**src/rtl/pipeline_sink_endpoint_pkg.sv**
```systemverilog
// Shared definitions for the clocked sink endpoint: FSM state encodings and default widths.
package pipeline_sink_endpoint_pkg;

    typedef enum logic [1:0] {
        ST_IDLE = 2'd0,
        ST_ACK  = 2'd1,
        ST_EREQ = 2'd2,
        ST_EREL = 2'd3
    } state_t;

    localparam int DEF_DATA_W      = 8;
    localparam int DEF_SYNC_STAGES = 2;
    localparam int DEF_FIFO_DEPTH  = 4;
    localparam int ERR_CNT_W       = 8;

endpackage

```
**src/rtl/pipeline_sink_endpoint_sync_fifo.sv**
```systemverilog
// Show-ahead synchronous FIFO; full/empty come from registered wrap-bit pointers.
module pipeline_sink_endpoint_sync_fifo #(
    parameter int DATA_W     = 8,
    parameter int FIFO_DEPTH = 4
) (
    input  logic              clk,
    input  logic              rst,
    input  logic              push,
    input  logic [DATA_W-1:0] push_data,
    input  logic              pop,
    output logic              full,
    output logic              empty,
    output logic [DATA_W-1:0] head
);

    localparam int AW = $clog2(FIFO_DEPTH);

    logic [DATA_W-1:0] mem [FIFO_DEPTH];
    logic [AW:0]       wr_ptr;
    logic [AW:0]       rd_ptr;
    logic              do_push;
    logic              do_pop;

    // Full is judged on the pointers as they stand, so a same-cycle pop cannot admit a push.
    assign full    = (wr_ptr[AW] != rd_ptr[AW]) && (wr_ptr[AW-1:0] == rd_ptr[AW-1:0]);
    assign empty   = (wr_ptr == rd_ptr);
    assign do_push = push && !full;
    assign do_pop  = pop && !empty;
    assign head    = mem[rd_ptr[AW-1:0]];

    always_ff @(posedge clk or posedge rst) begin
        if (rst) begin
            wr_ptr <= '0;
            rd_ptr <= '0;
        end else begin
            if (do_push) wr_ptr <= wr_ptr + 1'b1;
            if (do_pop)  rd_ptr <= rd_ptr + 1'b1;
        end
    end

    always_ff @(posedge clk) begin
        if (do_push) mem[wr_ptr[AW-1:0]] <= push_data;
    end

endmodule

```
**src/rtl/pipeline_sink_endpoint.sv**
```systemverilog
// Clocked right-hand terminator: 4-phase data/error handshakes in, parity check, FIFO out.
module pipeline_sink_endpoint
    import pipeline_sink_endpoint_pkg::*;
#(
    parameter int DATA_W      = DEF_DATA_W,
    parameter int SYNC_STAGES = DEF_SYNC_STAGES,
    parameter int FIFO_DEPTH  = DEF_FIFO_DEPTH
) (
    input  logic                 clk,
    input  logic                 rst,
    input  logic                 Lreq,
    input  logic [DATA_W:0]      Ldata,
    output logic                 Lack,
    output logic                 LEreq,
    input  logic                 LEack,
    output logic [DATA_W-1:0]    out_data,
    output logic                 out_valid,
    input  logic                 out_ready,
    output logic [ERR_CNT_W-1:0] err_count,
    output logic                 busy
);

    function automatic logic parity_ok(input logic [DATA_W:0] v);
        return ~^v;
    endfunction

    function automatic logic [ERR_CNT_W-1:0] sat_inc(input logic [ERR_CNT_W-1:0] v);
        return (v == '1) ? v : v + 1'b1;
    endfunction

    logic req_s;
    logic eack_s;

    for (genvar i = 0; i < SYNC_STAGES; i++) begin : g_sync
        logic req_in;
        logic eack_in;
        logic req_p;
        logic eack_p;
        if (i == 0) begin : g_first
            assign req_in  = Lreq;
            assign eack_in = LEack;
        end else begin : g_chain
            assign req_in  = g_sync[i-1].req_p;
            assign eack_in = g_sync[i-1].eack_p;
        end
        always_ff @(posedge clk or posedge rst) begin
            if (rst) begin
                req_p  <= 1'b0;
                eack_p <= 1'b0;
            end else begin
                req_p  <= req_in;
                eack_p <= eack_in;
            end
        end
    end

    assign req_s  = g_sync[SYNC_STAGES-1].req_p;
    assign eack_s = g_sync[SYNC_STAGES-1].eack_p;

    state_t                state_q;
    state_t                state_d;
    logic                  push;
    logic                  err_inc;
    logic                  fifo_full;
    logic                  fifo_empty;
    logic                  lack_q;
    logic                  lereq_q;
    logic [ERR_CNT_W-1:0]  err_q;

    // Ldata is bundled with Lreq, so it is already stable once req_s is seen high.
    always_comb begin
        state_d = state_q;
        push    = 1'b0;
        err_inc = 1'b0;
        unique case (state_q)
            ST_IDLE: begin
                if (req_s) begin
                    if (!parity_ok(Ldata)) begin
                        err_inc = 1'b1;
                        state_d = ST_EREQ;
                    end else if (!fifo_full) begin
                        push    = 1'b1;
                        state_d = ST_ACK;
                    end
                end
            end
            ST_ACK:  if (!req_s) state_d = ST_IDLE;
            ST_EREQ: if (eack_s) state_d = ST_EREL;
            ST_EREL: if (!eack_s) state_d = ST_ACK;
            default: state_d = ST_IDLE;
        endcase
    end

    // Handshake outputs are flopped from the next state so they never glitch.
    always_ff @(posedge clk or posedge rst) begin
        if (rst) begin
            state_q <= ST_IDLE;
            lack_q  <= 1'b0;
            lereq_q <= 1'b0;
            err_q   <= '0;
        end else begin
            state_q <= state_d;
            lack_q  <= (state_d == ST_ACK);
            lereq_q <= (state_d == ST_EREQ);
            if (err_inc) err_q <= sat_inc(err_q);
        end
    end

    pipeline_sink_endpoint_sync_fifo #(
        .DATA_W     (DATA_W),
        .FIFO_DEPTH (FIFO_DEPTH)
    ) u_fifo (
        .clk       (clk),
        .rst       (rst),
        .push      (push),
        .push_data (Ldata[DATA_W-1:0]),
        .pop       (out_ready),
        .full      (fifo_full),
        .empty     (fifo_empty),
        .head      (out_data)
    );

    assign Lack      = lack_q;
    assign LEreq     = lereq_q;
    assign out_valid = !fifo_empty;
    assign err_count = err_q;
    assign busy      = (state_q != ST_IDLE);

endmodule

```
**config.mk**
```make
export PLATFORM = sky130hd
export DESIGN_NAME = pipeline_sink_endpoint
export DESIGN_NICKNAME = d
export VERILOG_FILES = /design/src/rtl/pipeline_sink_endpoint_pkg.sv /design/src/rtl/pipeline_sink_endpoint_sync_fifo.sv /design/src/rtl/pipeline_sink_endpoint.sv
export SDC_FILE = /design/constraint.sdc
export NUM_CORES = 1
export LEC_CHECK = 0
export ABC_AREA = 1
export CORE_UTILIZATION = 30
export CTS_CLUSTER_DIAMETER = 40
export DETAILED_ROUTE_END_ITERATION = 8
export GPL_ROUTABILITY_DRIVEN = 1
export PLACE_DENSITY = 0.46
export SLEW_MARGIN = 20
export SYNTH_ARGS = -nofsm -noshare
export SYNTH_HDL_FRONTEND = slang
export SYNTH_SLANG_ARGS = --single-unit
export TNS_END_PERCENT = 50
```
**constraint.sdc**
```tcl
create_clock -name clk -period 1.9 [get_ports clk]
set_input_delay 0.285 -clock clk [delete_from_list [all_inputs] [get_ports clk]]
set_output_delay 0.285 -clock clk [all_outputs]
set_load 0.05 [all_outputs]
```
==> impl_metrics.yaml, run 1 <==
setup_path:
  path_cells: "clkdlybuf4s50_1"
  critPathKind: "reg2out"
  critPathTopFamily: "buffers and inverters"
  r2r_setup_slack_ns: 0.24
  end_kind: "output port"
  crit_fanout: 5
  worst-endpoint-arrival_ns: 1.57
  worst_path_max_delay_cell: "clkdlybuf4s50_1"
  crit_path_start_kind: "flop"
  crit_required_ns: 1.62
  crit_buf_inv: 1
  cpPeakStageDelay_ns: 0.83
layout:
  multi_input_area_sq_um: 815
  area_growth_pct: 29.1
  fin_util_pct: 40.1
  final_cell_mix: "47 x nand2_1, 32 x edfxtp_1, 21 x dfrtp_1, 21 x nor2_1, 19 x inv_1"
  fillers: 776
  nNetsFinal: 299
  stdcell_count: 382
  final_common_cell: "nand2_1"
  ff_latch_area_sq_um: 1510
  drive_gt1_share_pct: 20.0
  antennaDiodeCount: 0
clock_network:
  post_cts_resize_count: 3
  h-tree-depth: 2
  cts_setup_buffers: 0
  cts-root-buf: "clkbuf_8"
  hold_buffers: 0
  clock-sinks: 54
  clk_path_buf_depth: 2
  cts_buffers: 5
  worstSkewPairLatency_ns: 0.32
  clkTransAtPathRegs_ns: 0.10
  cts_tree: "built"
routing:
  num_vias: 1646
  vias_per_cell: 4.31
  wl_microns: 4590
  drt-initial-drc-count: 73
  firstDrtPassIters: 4
  ant_nets: 0
  drt-wirelength-per-cell_microns: 12.0
  drc: 0
outcome:
  outcome: "complete, no violations"
place:
  placedCellCount: 374
  place.gp.congestion: 0.711
  numPortBuffers: 33
  hpwl_microns: 3180
  place_ws_ns: -0.288
global_routing:
  gr-total-overflow: 0
  grt.met3_usage_pct: 2.57
  grt_max_degree: 23
  gr-usage-all-layers_pct: 12.4
  use_met2_pct: 21.9
  grt-busiest-layer: "met2"
  grt_use_met1_pct: 15.0
  grt_first_pass_wirelength_microns: 8010
  grt_antenna_before_repair: 0
  grt_pass1_vias: 1713
die:
  start_util_pct: 31.1
  num_rows: 32
  die_width_microns: 91.7
  core_sq_um: 7770
  die_h_microns: 91.7
  pin_count: 34
  die-area_sq_um: 8410
logic_synthesis:
  ys_ff_latch: 54
  synth.area.top_cells: "edfxtp_1 40%, dfrtp_1 23%, nand2_1 7.3%"
  synth_top_area_share_pct: 39.8
  ys_types: 27
  yosysWarnings: 0
  synth_compound_area_share_pct: 7.10
  synth.avg_cell_area_sq_um: 10.6
  synthXorXnorAreaFrac_pct: 5.44
  syn_nets: 247
  synth_simple_gate_area_share_pct: 17.2
  synth_fa_ha_area_share_pct: 3.11
  synth_area_leader_cell: "edfxtp_1"
  synth.area.mux_share_pct: 0
  synth_seq_area_share_pct: 62.6
  synth_area_sq_um: 2410
  syn_inst: 227
  synth_top_family_by_area: "simple AND/OR/NAND/NOR gates"
min_path:
  min_path_type: "in2async"
sta:
  fmax_mhz: 538
  tightest_slew_ns: 0.503
  skew_ns: 0.0130
  drv_slew: 0
  min_period_ns: 1.86
  finalSetupViolations: 0
  finalCritPeriodShare_pct: 97.8
  relSlewSlack_pct: 66.4
  finalHoldViolations: 0
  layout_setup_ws_ns: 0.0425
  fin_tns_setup_ns: 0
power:
  p_leak_nw: 1.39
  p_sw_mw: 2.00
  p_int_mw: 2.45
  p_per_area_nw_per_um2: 1430
  combPwrFrac_pct: 49.4
  total_power_mw: 4.45
  seqPwrFrac_pct: 35.4
  switching_share_pct: 45.0
  power_frac_clock_pct: 15.3
  peakVddDrop_mv: 0.661
run:
  cap_viol_max_count: 0
cells by family after synthesis:
family	count (synthesis)
and+or+nand+nor	93
DFF	54
AOI/OAI and AO/OA	31
buffers and inverters	28
xor gates and xnor gates	15
adders and majority gates	6
metrics by stage:
stage | cell area, sq um | hold WS [ns]
3_5_place_dp | 2970 | 0.335
3_3_place_gp | 2970 | 0.331
6_report | 3120 | 0.298
2_1_floorplan | 2420 | 0.274
5_1_grt | 3120 | 0.326
4_1_cts | 3060 | 0.304
flip-flops by register name (all words and copies together) (netlist names):
name	flops
u_fifo.wr_ptr	3
u_fifo.mem	32
state_q	2
eack_s	1
err_count	8
g_sync.req_p	2
g_sync.eack_p	1
u_fifo.rd_ptr	3
Lack	1
LEreq	1
Yosys cell counts (all sizes together):
cell,instances
nand4,1
o21bai,1
inv,23
dfrtp,22
clkbuf,2
or2,1
o21ai,19
xnor2,6
edfxtp,32
o22ai,8
nand3,11
ha,6
nor2,27
clkinv,1
nor3,1
buf,2
nand2,52
xor2,9
a21oi,3
power groups by stage:
stage	Clock, mW	Sequential, mW	Combinational (mW)
2_1_floorplan	0	1.74	1.36
3_3_place_gp	0	1.60	2.21
3_5_place_dp	0	1.59	2.20
4_1_cts	0.703	1.57	2.20
5_1_grt	0.750	1.61	2.43
6_report	0.679	1.57	2.20
routing by layer:
| metal | share of wire (%) | vias to the layer above |
|---|---|---|
| met4 | 1.5 | 0 |
| met3 | 3.4 | 6 |
| met1 | 46 | 766 |
| met5 | 0 | - |
| li1 | - | 848 |
| met2 | 50 | 26 |
worst paths after layout:
path / depth (start not counted) / from / endpoint
min in group clk: 1 / Ldata[6] / u_fifo.mem[3][6]$_DFFE_PP_
hold reg to reg: 0 / g_sync[0].req_p$_DFF_PP0_ / g_sync[1].req_p$_DFF_PP0_
max in group asynchronous: 3 / rst / u_fifo.rd_ptr[0]$_DFFE_PP0P_
setup / recovery: 1 / err_count[0]$_DFFE_PP0P_ / err_count[0]
hold / removal: 3 / rst / g_sync[0].req_p$_DFF_PP0_
setup reg to reg: 7 / state_q[1]$_DFF_PP0_ / u_fifo.mem[0][0]$_DFFE_PP_
tightest hold or removal path, delay by kind of cell:
| family | cells | cell delay (ns) |
|---|---|---|
| buffers and inverters | 3 | 0.73 |
cell type report:
class | instances | area share, %
multi-input cells | 145 | 26.1
inverters | 24 | 2.93
clock inverters | 3 | 0.924
flip-flops and latches | 54 | 48.6
clock buffers | 5 | 2.21
repair buffers | 49 | 15.1
well taps | 102 | 4.10
No activity file was read; power rests on OpenSTA's default activity.
==> inputs of run 2 (changes only) <==
Settings changed: CORE_UTILIZATION 30 to 54, PLACE_DENSITY 0.46 to 0.76.
==> impl_metrics.yaml, run 2 (synthesized netlist as in run 1, its figures left out) <==
min_path:
  min_path_type: "in2async"
die:
  start_util_pct: 58.2
  die-area_sq_um: 4740
  die_h_microns: 68.9
  num_rows: 23
  die_width_microns: 68.9
  core_sq_um: 4140
  pin_count: 34
sta:
  fin_tns_setup_ns: 0
  finalCritPeriodShare_pct: 98.7
  relSlewSlack_pct: 65.7
  drv_slew: 0
  finalSetupViolations: 0
  rsz0062_at_grt: "true"
  skew_ns: 0.0121
  finalHoldViolations: 0
  layout_setup_ws_ns: 0.0239
  fmax_mhz: 533
  tightest_slew_ns: 0.513
  min_period_ns: 1.88
setup_path:
  crit_fanout: 16
  cpPeakStageDelay_ns: 0.45
  r2r_setup_slack_ns: 0.18
  critPathKind: "reg2out"
  end_kind: "output port"
  r2r-start: "u_fifo.rd_ptr[1]$_DFFE_PP0P_"
  rr_endpoint: "u_fifo.mem[3][0]$_DFFE_PP_"
  critical_path.startpoint: "u_fifo.rd_ptr[0]$_DFFE_PP0P_"
  worst-endpoint-arrival_ns: 1.59
  r2r_cells: 9
  path_cells: "clkinv_2 > buf_12 > o21ai_0 > o22ai_1 > buf_4"
  crit_path_start_kind: "flop"
  endpoint: "out_data[1]"
  worst_path_max_delay_cell: "dfrtp_2"
  crit_required_ns: 1.62
layout:
  antennaDiodeCount: 0
  drive_gt1_share_pct: 20.3
  final_cell_mix: "47 x nand2_1, 32 x edfxtp_1, 29 x buf_4, 23 x nor2_1, 20 x dfrtp_1"
  area_growth_pct: 27.2
  largest_register_ffs: 32
  final_common_cell: "nand2_1"
  nNetsFinal: 305
  fillers: 290
  design_area_sq_um: 3070
global_routing:
  gr-usage-all-layers_pct: 22.5
  grt_first_pass_wirelength_microns: 7470
  grt_antenna_before_repair: 0
  grt_max_degree: 23
  grt_pass1_vias: 1583
  gr-total-overflow: 0
outcome:
  outcome: "complete, no violations"
place:
  placed_area_sq_um: 2920
  place_ws_ns: -0.303
  place.gp.congestion: 0.792
  hpwl_microns: 3410
  numPortBuffers: 33
clock_network:
  h-tree-depth: 2
  clock-sinks: 54
  clk_path_buf_depth: 2
  cts_buffers: 5
  worstSkewPairLatency_ns: 0.31
  cts_tree: "built"
  clkTransAtPathRegs_ns: 0.09
  hold_buffers: 0
  cts-root-buf: "clkbuf_8"
power:
  p_per_area_nw_per_um2: 1460
  p_leak_nw: 1.42
  peakVddDrop_mv: 0.889
routing:
  firstDrtPassIters: 4
  num_vias: 1710
  drt-initial-drc-count: 96
  wl_microns: 4730
  ant_nets: 0
  drc: 0
  drt-wirelength-per-cell_microns: 14.1
  vias_per_cell: 5.09
run:
  cap_viol_max_count: 0
-- run 2: cell count changes in the layout (fill, tap and decap cells not counted), moves of 2 or more --
cell / previous run / this run
buf_4: 18 / 29
buf_6: 6 / 0
clkbuf_1: 0 / 3
clkinv_4: 2 / 0
dlygate4sd2_1: 3 / 1
nor2_1: 21 / 23
nor2_2: 5 / 3
-- run 2: power breakdown --
group	total (mW)	internal, mW	switching, mW
Sequential	1.60	1.43	0.164
Clock	0.608	0.263	0.345
Combinational	2.28	0.805	1.47
-- run 2: worst max-delay path: cells and delay by family (launching register included) --
| family | cells | cell delay [ns] |
|---|---|---|
| AO/OA/AOI/OAI | 2 | 0.35 |
| buffers and inverters | 3 | 0.48 |
| flip-flops | 1 | 0.45 |
-- run 2: stage by stage --
| step | instances | utilization [%] | hold slack [ns] | total power [mW] |
|---|---|---|---|---|
| 4_1_cts | 332 | 72.4 | 0.308 | 4.39 |
| 5_1_grt | 336 | 74.1 | 0.323 | 4.74 |
| 2_1_floorplan | 227 | - | 0.274 | 3.10 |
| 3_5_place_dp | 324 | 70.5 | 0.339 | 3.79 |
| 6_report | 336 | 74.1 | 0.299 | 4.48 |
| 3_3_place_gp | 324 | 70.5 | 0.333 | 3.75 |
-- run 2: worst min path at each step --
stage	slack, ns	end	depth (start not counted)	startpoint
global route	0.32	g_sync[0].eack_p$_DFF_PP0_	3	rst
global placement	0.33	eack_s$_DFF_PP0_	0	g_sync[0].eack_p$_DFF_PP0_
detailed placement	0.34	g_sync[1].req_p$_DFF_PP0_	0	g_sync[0].req_p$_DFF_PP0_
CTS	0.31	g_sync[0].eack_p$_DFF_PP0_	3	rst
finish	0.30	err_count[6]$_DFFE_PP0P_	3	rst
floorplan	0.27	LEreq$_DFF_PP0_	1	rst
-- run 2: area by class of cell --
type / count / area, sq um / share of cell area (%)
Tap cell: 50 / 62.6 / 2.04
Timing Repair Buffer: 55 / 512 / 16.7
Multi-Input combinational cell: 145 / 810 / 26.4
Sequential cell: 54 / 1510 / 49.3
Clock buffer: 8 / 80.1 / 2.61
Inverter: 24 / 91.3 / 2.98
-- run 2: timing repair --
item | 4_1_cts | 5_1_grt
gates resized for setup | 2 | 13
pin swaps | 0 | 1
endpoints found under the setup margin | 2 | 43
buffers inserted | 0 | 4
-- run 2: metal layers --
layer  part of all wire, %  up-vias  GRT usage, %  wire (microns)
li1                      -      866             -               -
met1                    47      784          33.1            2210
met2                    46       53          32.8            2190
met3                   5.8        7          4.93             276
met4                   1.3        0          7.65              60
met5                     0        -             0               0
